==> config.mk <==
export PLATFORM = sky130hd
export DESIGN_NAME = lut_udp_unit
export DESIGN_NICKNAME = d
export VERILOG_FILES = /design/src/rtl/lut_udp_pkg.sv /design/src/rtl/lut_cfg_loader.sv /design/src/rtl/lut_udp_unit.sv
export SDC_FILE = /design/constraint.sdc
export NUM_CORES = 1
export LEC_CHECK = 0
export CAP_MARGIN = 40
export CORE_MARGIN = 2
export CORE_UTILIZATION = 30
export DETAILED_ROUTE_END_ITERATION = 16
export PLACE_DENSITY = 0.5
export SLEW_MARGIN = 20
export SYNTH_ARGS = -nofsm -noshare
export SYNTH_HDL_FRONTEND = slang
export SYNTH_SLANG_ARGS = --single-unit
export TNS_END_PERCENT = 5
==> constraint.sdc <==
create_clock -name clk -period 2.84 [get_ports clk]
set_clock_uncertainty 0.15 [all_clocks]
set_input_delay 0.568 -clock clk [delete_from_list [all_inputs] [get_ports clk]]
set_output_delay 0.568 -clock clk [all_outputs]
set_load 0.01 [all_outputs]
==> src/rtl/lut_udp_pkg.sv <==
// Shared types and constants for the LUT-based user-defined-primitive unit.
package lut_udp_pkg;

    typedef enum logic [1:0] {
        ST_RUN   = 2'd0,
        ST_DRAIN = 2'd1,
        ST_LOAD  = 2'd2
    } state_t;

    localparam logic [7:0] DEFAULT_TABLE = 8'hD5;

endpackage

==> src/rtl/lut_cfg_loader.sv <==
// Serial truth-table loader: MSB-first shift into a shadow register with a bit counter.
module lut_cfg_loader #(
    parameter int W = 8,
    parameter logic [W-1:0] RESET_TABLE = '0
) (
    input  logic         clk,
    input  logic         rst,
    input  logic         clear,
    input  logic         shift_en,
    input  logic         cfg_bit,
    output logic [W-1:0] shadow,
    output logic         last_bit
);

    localparam int CNT_W = $clog2(W + 1);

    logic [CNT_W-1:0] count_reg;
    logic [W-1:0]     shadow_reg;

    // Shifting stops once the table is full so extra bits cannot corrupt it.
    always_ff @(posedge clk or posedge rst) begin
        if (rst) begin
            count_reg  <= '0;
            shadow_reg <= RESET_TABLE;
        end else if (clear) begin
            count_reg  <= '0;
        end else if (shift_en && !last_bit) begin
            shadow_reg <= {shadow_reg[W-2:0], cfg_bit};
            count_reg  <= count_reg + 1'b1;
        end
    end

    assign last_bit = (count_reg == CNT_W'(W));
    assign shadow   = shadow_reg;

endmodule

==> src/rtl/lut_udp_unit.sv <==
// Table-lookup primitive with a one-deep output register and in-system serial table reload.
module lut_udp_unit
    import lut_udp_pkg::*;
#(
    parameter int N_IN = 3,
    parameter logic [2**N_IN-1:0] RESET_TABLE = DEFAULT_TABLE
) (
    input  logic            clk,
    input  logic            rst,
    input  logic            in_valid,
    output logic            in_ready,
    input  logic [N_IN-1:0] in_sel,
    input  logic            in_gate,
    output logic            out_valid,
    input  logic            out_ready,
    output logic            out_e,
    output logic            out_f,
    input  logic            cfg_start,
    input  logic            cfg_valid,
    input  logic            cfg_bit,
    output logic            cfg_done,
    output logic            busy
);

    localparam int W = 2**N_IN;

    state_t         state_reg, state_next;
    logic [W-1:0]   table_reg;
    logic           out_valid_reg, out_e_reg, out_f_reg, cfg_done_reg;
    logic [W-1:0]   shadow;
    logic           last_bit;
    logic           load_entry, shift_en, commit, out_free;

    assign out_free = !out_valid_reg || out_ready;

    always_ff @(posedge clk or posedge rst) begin
        if (rst) state_reg <= ST_RUN;
        else     state_reg <= state_next;
    end

    always_comb begin
        state_next = state_reg;
        in_ready   = 1'b0;
        unique case (state_reg)
            ST_RUN: begin
                in_ready = out_free && !cfg_start;
                if (cfg_start) state_next = out_free ? ST_LOAD : ST_DRAIN;
            end
            ST_DRAIN: begin
                if (out_ready) state_next = ST_LOAD;
            end
            ST_LOAD: begin
                if (last_bit) state_next = ST_RUN;
            end
            default: state_next = ST_RUN;
        endcase
    end

    assign load_entry = (state_next == ST_LOAD) && (state_reg != ST_LOAD);
    assign shift_en   = (state_reg == ST_LOAD) && cfg_valid;
    assign commit     = (state_reg == ST_LOAD) && last_bit;

    lut_cfg_loader #(
        .W           (W),
        .RESET_TABLE (RESET_TABLE)
    ) u_loader (
        .clk      (clk),
        .rst      (rst),
        .clear    (load_entry),
        .shift_en (shift_en),
        .cfg_bit  (cfg_bit),
        .shadow   (shadow),
        .last_bit (last_bit)
    );

    // The active table only changes on the commit edge, never mid-load.
    always_ff @(posedge clk or posedge rst) begin
        if (rst) begin
            table_reg    <= RESET_TABLE;
            cfg_done_reg <= 1'b0;
        end else begin
            cfg_done_reg <= commit;
            if (commit) table_reg <= shadow;
        end
    end

    always_ff @(posedge clk or posedge rst) begin
        if (rst) begin
            out_valid_reg <= 1'b0;
            out_e_reg     <= 1'b0;
            out_f_reg     <= 1'b0;
        end else if (in_valid && in_ready) begin
            out_valid_reg <= 1'b1;
            out_e_reg     <= table_reg[in_sel];
            out_f_reg     <= table_reg[in_sel] & in_gate;
        end else if (out_ready) begin
            out_valid_reg <= 1'b0;
        end
    end

    assign out_valid = out_valid_reg;
    assign out_e     = out_e_reg;
    assign out_f     = out_f_reg;
    assign cfg_done  = cfg_done_reg;
    assign busy      = (state_reg != ST_RUN);

endmodule

==> results of run 1 <==
-- cells by family after synthesis --
group / count (synthesis)
simple gates: 22
flops: 26
compound gates: 12
buf+inv: 4
mux: 20
fa+ha+maj: 2
-- critical path: cells and delay by family --
family                 cells  cell delay [ns]
buffers and inverters      2             1.02
AND/OR/NAND/NOR            2             0.37
-- power groups by stage --
| stage | clock [mW] | sequential [mW] | combinational, mW |
|---|---|---|---|
| CTS | 0.219 | 0.695 | 0.472 |
| detailed placement | 0 | 0.701 | 0.469 |
| finish | 0.208 | 0.694 | 0.461 |
| global placement | 0 | 0.694 | 0.451 |
| floorplan | 0 | 0.669 | 0.327 |
| global route | 0.239 | 0.723 | 0.515 |
-- synthesized netlist by cell type --
library cell  number
a21o_1             1
a21oi_1            3
a31oi_1            2
and2_1             1
and2b_1            1
and3_1             1
dfrtp_1           16
dfstp_2           10
ha_1               2
inv_1              4
mux2_2            16
mux2i_1            2
mux4_2             2
nand2_1            3
nand2b_1           1
nand2b_4           1
nand3_1            1
nand3_2            1
nand3b_2           1
nand4_1            3
nor2_1             1
nor2_4             1
nor3_1             3
o21ai_0            1
o21ba_2            1
o2bb2ai_1          1
o31ai_1            2
o41ai_1            1
or2_2              1
or4b_1             2
-- worst paths after layout --
kind / startpoint / end / slack [ns]
min in group asynchronous: rst / out_e / 0.51
max in group asynchronous: rst / table_reg[4] / 1.74
worst max-delay path: out_ready / in_ready / 0.17
worst max register to register: u_loader.count_reg[0] / table_reg[5] / 1.03
worst min-delay path: out_f / out_f / 0.34
worst min register to register: out_f / out_f / 0.34
-- stage by stage --
stage | utilization (%) | cell area, µm²
2_1_floorplan | - | 1180
3_3_place_gp | 38.2 | 1420
3_5_place_dp | 38.2 | 1420
4_1_cts | 39.4 | 1460
5_1_grt | 39.4 | 1460
6_report | 39.4 | 1460
-- layout make-up --
cell class | count | area (µm²) | area share [%]
repair buffers | 18 | 175 | 12.0
multi-input cells | 56 | 505 | 34.5
inverters | 4 | 15.0 | 1.03
well taps | 48 | 60.1 | 4.10
flip-flops and latches | 26 | 663 | 45.3
clock buffers | 4 | 45.0 | 3.08
-- per-layer routing --
metal | routed length (µm) | part of all wire (%) | vias up | GRT usage (%)
met1 | 1050 | 48 | 367 | 14.5
li1 | - | - | 366 | -
met4 | 35 | 1.6 | 0 | 4.59
met5 | 0 | 0 | - | 0
met2 | 977 | 45 | 19 | 19.1
met3 | 104 | 4.8 | 5 | 2.03
==> reports/qor.csv, run 1 <==
metric,value,unit
core_area,3720,µm²
whs,0.343,ns
fillers,363,
drive_above_1_share,36.1,%
endpoint_kind,primary output,
peakVddDrop,381,µV
gp_congestion,0.733,
fin_tns_setup,0,ns
holdBufCountCts,0,
cts-buffers-inserted,3,
vias,757,
p_switching,0.414,mW
rsz0062_at_grt,false,
netlist_area,1180,µm²
path_cells,clkdlybuf4s50_1 -> nand2b_1 -> and2_1 -> clkdlybuf4s50_1,
critPathSlowestCell,clkdlybuf4s50_1,
synth_cell_types,30,
remaining_drc_errors,0,
die_h,66.8,µm
dpl.cell_count,152,
synth_compound_area_share,6.98,%
setup_ws,0.171,ns
antenna_found_initial,0,
diodes,0,
crit_path_max_fanout,5,
die_w,66.8,µm
fin_nets,122,
track_usage,11.4,%
critPathKind,in2out,
grt_pass1_vias,830,
relSlewSlack,65.2,%
dr.first_iter.drc_count,46,
numPortBuffers,16,
tritoncts,done,
yosys.area_share.simple,12.9,%
yosysSeqAreaShare,56.0,%
hold_viol_final,0,
synth-xor-area-share,0,%
postRouteAntennaNets,0,
fin_cells,156,
fin_crit,2.67,ns
cts_resized,0,
area_delta_synth_final,23.7,%
synthAdderAreaFrac,2.11,%
synth_top_area_share,33.8,%
yosys-top-cells-area,"dfrtp_1 34%, dfstp_2 22%, mux2_2 15%",
grt_max_degree,27,
p_comb_share,33.8,%
final_cell_mix,"16 x mux2_2, 16 x dfrtp_1, 16 x clkdlybuf4s50_1, 10 x dfstp_2, 4 x inv_1",
whs_path_depth,1,
critPathRequiredTime,2.12,ns
rows,22,
max_stage_delay,0.54,ns
wirelength,2160,µm
post-route-period-util,94.0,%
post_drt_wl_per_cell,13.9,µm
yosysTopAreaCell,dfrtp_1,
outcome,"finished, final reports clean",
netlist_instances,86,
cts_max_level,1,
leakage,0.605,nW
dp_slack,0.170,ns
setup-violations-final,0,
clock.fmax,375,MHz
synth_top_family_by_area,multiplexers,
via_per_inst,4.85,
die_area,4460,µm²
power.density,931,nW/µm²
clk_path_buf_depth,2,
critical_path_arrival,1.95,ns
synth_warnings,0,
clockRootBuffer,clkbuf_8,
cap_violations,0,
power,1.36,mW
hpwlAfterDp,1570,µm
start_util,31.9,%
cp_common_cell,clkdlybuf4s50_1,
hold_class,reg2reg,
swShare,30.4,%
firstDrtPassIters,4,
cts_setup_buffers,0,
muxShareOfSynthArea,20.7,%
worstMarginPinSlew,0.518,ns
seqPwrFrac,50.9,%
synth_fp_nets,99,
ys_ff_latch,26,
grt_pass1_wl,3820,µm
syn_area_per_cell,13.8,µm²
overflow,0,
insertion_delay,0.26,ns
p_clk_share,15.2,%
cts.clk_slew.worst_paths,0.08,ns
reg2regPathDepth,5,
start_kind,primary input,
p_int,0.948,mW
final_max_slew_viol_count,0,
pin_count,17,
clock_sinks,26,
(Power assumes the default switching activity.)
==> inputs of run 2 (changes only) <==
- CORE_UTILIZATION: 30 -> 40
- PLACE_DENSITY: 0.5 -> 0.63
==> run 2 against run 1 <==
  * Die area decreased by 24%
  * Fmax fell by 0.20%
  * Cell count shrank 11%
  * Clock power is 20% higher
  * Global-route usage increased by 2.0 points
  * Clock-buffer cell count is 1 lower
  * Register-to-register slack better by 0.02 ns
  * Sequential cell count unchanged
  * Combinational power shrank 3%
  * Wire length decreased by 9.0%
  * First-iteration DRC count is 20% lower
  * Critical endpoint unchanged
==> reports/qor.csv, run 2 (synthesis gave the netlist of run 1 again) <==
metric,value,unit,change
postRouteAntennaNets,0,,unchanged
fin_cells,139,,-11%
cap_violations,0,,unchanged
die_h,58.4,µm,-13%
numPortBuffers,16,,unchanged
reg2reg_setup_slack,1.05,ns,+0.02 ns
topRoutingLayerUsed,met4,,
wirelength,1970,µm,-9.0%
reg2reg_to,table_reg[1],,
overflow,0,,unchanged
insertion_delay,0.32,ns,+0.06 ns
wirelength_met1,954,µm,-8.7%
fin_nets,122,,unchanged
min_to,out_f,,
setup-violations-final,0,,unchanged
whs,0.364,ns,+0.0211 ns
final_cell_mix,"16 x mux2_2, 16 x dfrtp_1, 16 x clkdlybuf4s50_1, 10 x dfstp_2, 4 x inv_1",,
clockRootBuffer,clkbuf_4,,
antenna_found_initial,0,,unchanged
fin_crit,2.67,ns,+0.00535 ns
clk_path_buf_depth,2,,unchanged
cts-buffers-inserted,3,,unchanged
power.density,959,nW/µm²,+3.0%
outcome,"finished, final reports clean",,
final_core_util,52.1,%,+13 points
area_delta_synth_final,22.5,%,
hpwlAfterDp,1420,µm,-9.2%
whs_path_depth,1,,unchanged
die_area,3410,µm²,-24%
critPathRequiredTime,2.12,ns,about the same
grt_max_degree,27,,unchanged
final_max_slew_viol_count,0,,unchanged
peakVddDrop,550,µV,+44%
core_area,2780,µm²,-25%
min-delay-start,out_f,,
relSlewSlack,64.1,%,-1.1 points
cts_setup_buffers,0,,unchanged
max_stage_delay,0.54,ns,about the same
hold_viol_final,0,,unchanged
dpl.cell_count,135,,-11%
fillers,248,,-32%
worst-path-stages,4,,unchanged
critPathKind,in2out,,
drive_above_1_share,37.0,%,+0.93 points
pin_count,17,,unchanged
clock_sinks,26,,unchanged
critical_path_arrival,1.96,ns,about the same
firstDrtPassIters,2,,-2
grt_pass1_wl,3510,µm,-7.9%
diodes,0,,unchanged
setup_ws,0.165,ns,-0.00535 ns
rsz0062_at_grt,false,,
worstMarginPinSlew,0.535,ns,+0.0170 ns
hold_class,reg2reg,,
path_cells,clkdlybuf4s50_1 -> nand2b_1 -> and2_1 -> clkdlybuf4s50_1,,
cts_max_level,1,,unchanged
endpoint_kind,primary output,,
wl_met2,921,µm,-5.7%
crit_path_max_fanout,5,,unchanged
grt_pass1_vias,791,,-4.7%
clock.fmax,374,MHz,-0.20%
cts.clk_slew.worst_paths,0.14,ns,+0.06 ns
vias,751,,-0.79%
leakage,0.610,nW,+0.86%
r2r_start,u_loader.count_reg[0],,
fin_tns_setup,0,ns,unchanged
multi_input_comb_area,505,µm²,unchanged
post-route-period-util,94.2,%,+0.19 points
critPathSlowestCell,clkdlybuf4s50_1,,
wl_met3,72,µm,-31%
holdBufCountCts,0,,unchanged
via_per_inst,5.40,,+11%
die_w,58.4,µm,-13%
register_area,663,µm²,unchanged
crit_family,buffers and inverters,,
remaining_drc_errors,0,,unchanged
track_usage,13.4,%,+2.0 points
rows,19,,-14%
cp_common_cell,clkdlybuf4s50_1,,
post_drt_wl_per_cell,14.2,µm,+2.1%
reg2regPathDepth,5,,unchanged
tritoncts,done,,
gp_congestion,0.747,,+1.8%
cp_num_buf_inv,2,,unchanged
cts_resized,0,,unchanged
start_kind,primary input,,
dp_slack,0.158,ns,-0.0122 ns
start_util,42.6,%,+11 points
dr.first_iter.drc_count,37,,-20%
==> run 2: worst max-delay path by stage <==
stage               startpoint  endpoint
detailed placement   out_ready  in_ready
global placement     out_ready  in_ready
floorplan            cfg_start  in_ready
CTS                  out_ready  in_ready
global route         out_ready  in_ready
finish               out_ready  in_ready
==> run 2: area by class of cell <==
| class | count | area share (%) |
|---|---|---|
| timing repair buffer | 18 | 12.1 |
| sequential | 26 | 45.7 |
| tap | 31 | 2.67 |
| inverter | 4 | 1.04 |
| multi-input combinational | 56 | 34.9 |
| clock inverter | 1 | 2.07 |
| clock buffer | 3 | 1.55 |
==> run 2: report_power, final <==
part | leakage [nW] | total [mW] | internal, mW | switching (mW)
sequential | 0.307 | 0.693 | 0.575 | 0.119
clock | 0.0279 | 0.249 | 0.143 | 0.107
combinational | 0.276 | 0.448 | 0.271 | 0.177
==> run 2: stage by stage <==
step | power [mW] | cell area, µm²
2_1_floorplan | 0.996 | 1180
3_3_place_gp | 1.14 | 1400
3_5_place_dp | 1.16 | 1400
4_1_cts | 1.42 | 1450
5_1_grt | 1.50 | 1450
6_report | 1.39 | 1450
==> run 2: layer usage <==
metal  vias to the layer above  GRT usage, %
met5                         -             0
met4                         0          5.65
met3                         2          1.98
met2                        12          21.7
met1                       371          18.2
li1                        366             -
==> inputs of run 3 (changes only) <==
- clock period: 2.84 -> 2.7 ns (I/O delays scaled with it)
==> run 3 against run 2 <==
  * Combinational power increased by 7.6%
  * Sequential power is 5.2% higher
  * Hold slack better by 0.013 ns
  * First-iteration DRC count up 22%
  * Non-clock buffer count is 1 higher
  * Power increased by 6.2%
  * Utilization up 0.45 points
  * Sequential cell count unchanged
  * Sequential share of layout area decreased by 0.39 points
  * Critical path depth unchanged
  * Critical endpoint unchanged
  * Highest routed layer unchanged
==> reports/qor.csv, run 3 (synthesis gave the netlist of run 1 again) <==
metric,value,unit,change
topRoutingLayerUsed,met4,,
cts_max_level,1,,unchanged
crit_path_max_fanout,3,,-2
drive_above_1_share,38.5,%,+1.5 points
power.density,1010,nW/µm²,+5.3%
leakage,0.616,nW,+0.89%
critPathKind,in2out,,
worstMarginPinSlew,0.583,ns,+0.0486 ns
wl_met2,1040,µm,+13%
start_util,42.6,%,unchanged
track_usage,14.1,%,+0.70 points
crit_family,buffers and inverters,,
die_w,58.4,µm,unchanged
reg2regPathDepth,5,,unchanged
hold_class,reg2reg,,
critical_path_arrival,1.85,ns,-0.11 ns
final_core_util,52.6,%,+0.45 points
grt_max_degree,27,,unchanged
final_max_slew_viol_count,0,,unchanged
max_stage_delay,0.54,ns,about the same
setup-violations-final,0,,unchanged
hpwlAfterDp,1510,µm,+6.5%
overflow,0,,unchanged
reg2reg_to,table_reg[3],,
critPathRequiredTime,2.01,ns,-0.11 ns
gp_congestion,0.731,,-2.1%
vias,775,,+3.2%
dr.first_iter.drc_count,45,,+22%
fin_nets,123,,+0.82%
numPortBuffers,16,,unchanged
wl_met3,98,µm,+36%
fin_crit,2.54,ns,
min_to,table_reg[5],,
reg2reg_setup_slack,0.90,ns,-0.15 ns
clk_path_buf_depth,2,,unchanged
outcome,"finished, final reports clean",,
diodes,0,,unchanged
peakVddDrop,632,µV,+15%
cp_common_cell,clkdlybuf4s50_1,,
wirelength_met1,945,µm,-0.94%
whs_path_depth,1,,unchanged
fin_tns_setup,0,ns,unchanged
min-delay-start,table_reg[5],,
path_cells,clkdlybuf4s50_1 -> nand2b_1 -> and2_1 -> clkdlybuf4s50_1,,
cp_num_buf_inv,2,,unchanged
grt_pass1_vias,848,,+7.2%
cap_violations,0,,unchanged
postRouteAntennaNets,0,,unchanged
endpoint_kind,primary output,,
die_h,58.4,µm,unchanged
cts-buffers-inserted,3,,unchanged
rsz0062_at_grt,false,,
die_area,3410,µm²,unchanged
hold_viol_final,0,,unchanged
core_area,2780,µm²,unchanged
relSlewSlack,60.8,%,-3.3 points
clockRootBuffer,clkbuf_4,,
clock.fmax,394,MHz,
wirelength,2090,µm,+6.5%
cts_setup_buffers,0,,unchanged
final_cell_mix,"16 x mux2_2, 16 x dfrtp_1, 16 x clkdlybuf4s50_1, 10 x dfstp_2, 4 x inv_1",,
pin_count,17,,unchanged
tritoncts,done,,
antenna_found_initial,0,,unchanged
rows,19,,unchanged
worst-path-stages,4,,unchanged
start_kind,primary input,,
clock_sinks,26,,unchanged
post-route-period-util,93.9,%,
remaining_drc_errors,0,,unchanged
grt_pass1_wl,3680,µm,+4.9%
critPathSlowestCell,clkdlybuf4s50_1,,
post_drt_wl_per_cell,15.0,µm,+5.7%
insertion_delay,0.32,ns,about the same
via_per_inst,5.54,,+2.5%
area_delta_synth_final,23.6,%,
cts.clk_slew.worst_paths,0.14,ns,about the same
r2r_start,u_loader.count_reg[0],,
firstDrtPassIters,4,,+2
run 3: cell types whose count changed in the layout (fill, tap and decap cells not counted):
| cell | delta |
|---|---|
| nor3_1 | -1 |
| buf_4 | +1 |
| nor3_2 | +1 |
run 3: report_power, final:
group / internal [mW] / switching, mW / leakage [nW]
clock network: 0.150 / 0.115 / 0.0279
logic: 0.289 / 0.194 / 0.281
registers: 0.604 / 0.125 / 0.307
total: 1.04 / 0.434 / 0.616
run 3: metal layers:
layer	global-route usage [%]	vias up
li1	-	367
met1	17.3	390
met2	24.2	16
met3	3.96	2
met4	4.32	0
met5	0	-
run 3: worst max path at each step:
| stage | startpoint | to | slack, ns |
|---|---|---|---|
| after floorplan | cfg_start | in_ready | 0.99 |
| after global placement | cfg_start | in_ready | 0.14 |
| after detailed placement | cfg_start | in_ready | 0.13 |
| after CTS | cfg_start | in_ready | 0.11 |
| after global routing | out_ready | in_ready | 0.09 |
| final | out_ready | in_ready | 0.16 |
run 3: cell type report:
class	instances	area, µm²
Timing Repair Buffer	19	183
Clock buffer	3	22.5
Sequential cell	26	663
Tap cell	31	38.8
Fill cell	253	1320
Inverter	4	15.0
Clock inverter	1	30.0
Multi-Input combinational cell	56	510
run 3: repair_timing:
| item | in CTS | in global routing |
|---|---|---|
| hold buffers | 0 | 0 |
| resized for setup | 0 | 1 |
| endpoints found under the setup margin | 0 | 1 |
run 3: metrics by stage:
| step | cell area (µm²) | power, mW | hold slack (ns) | std cells | setup slack, ns |
|---|---|---|---|---|---|
| after CTS | 1460 | 1.50 | 0.384 | 140 | 0.114 |
| after global routing | 1460 | 1.58 | 0.400 | 140 | 0.0892 |
| after detailed placement | 1410 | 1.23 | 0.352 | 136 | 0.131 |
| final | 1460 | 1.48 | 0.377 | 140 | 0.165 |
| after global placement | 1410 | 1.20 | 0.334 | 136 | 0.142 |
| after floorplan | 1180 | 1.05 | 0.325 | 86 | 0.993 |
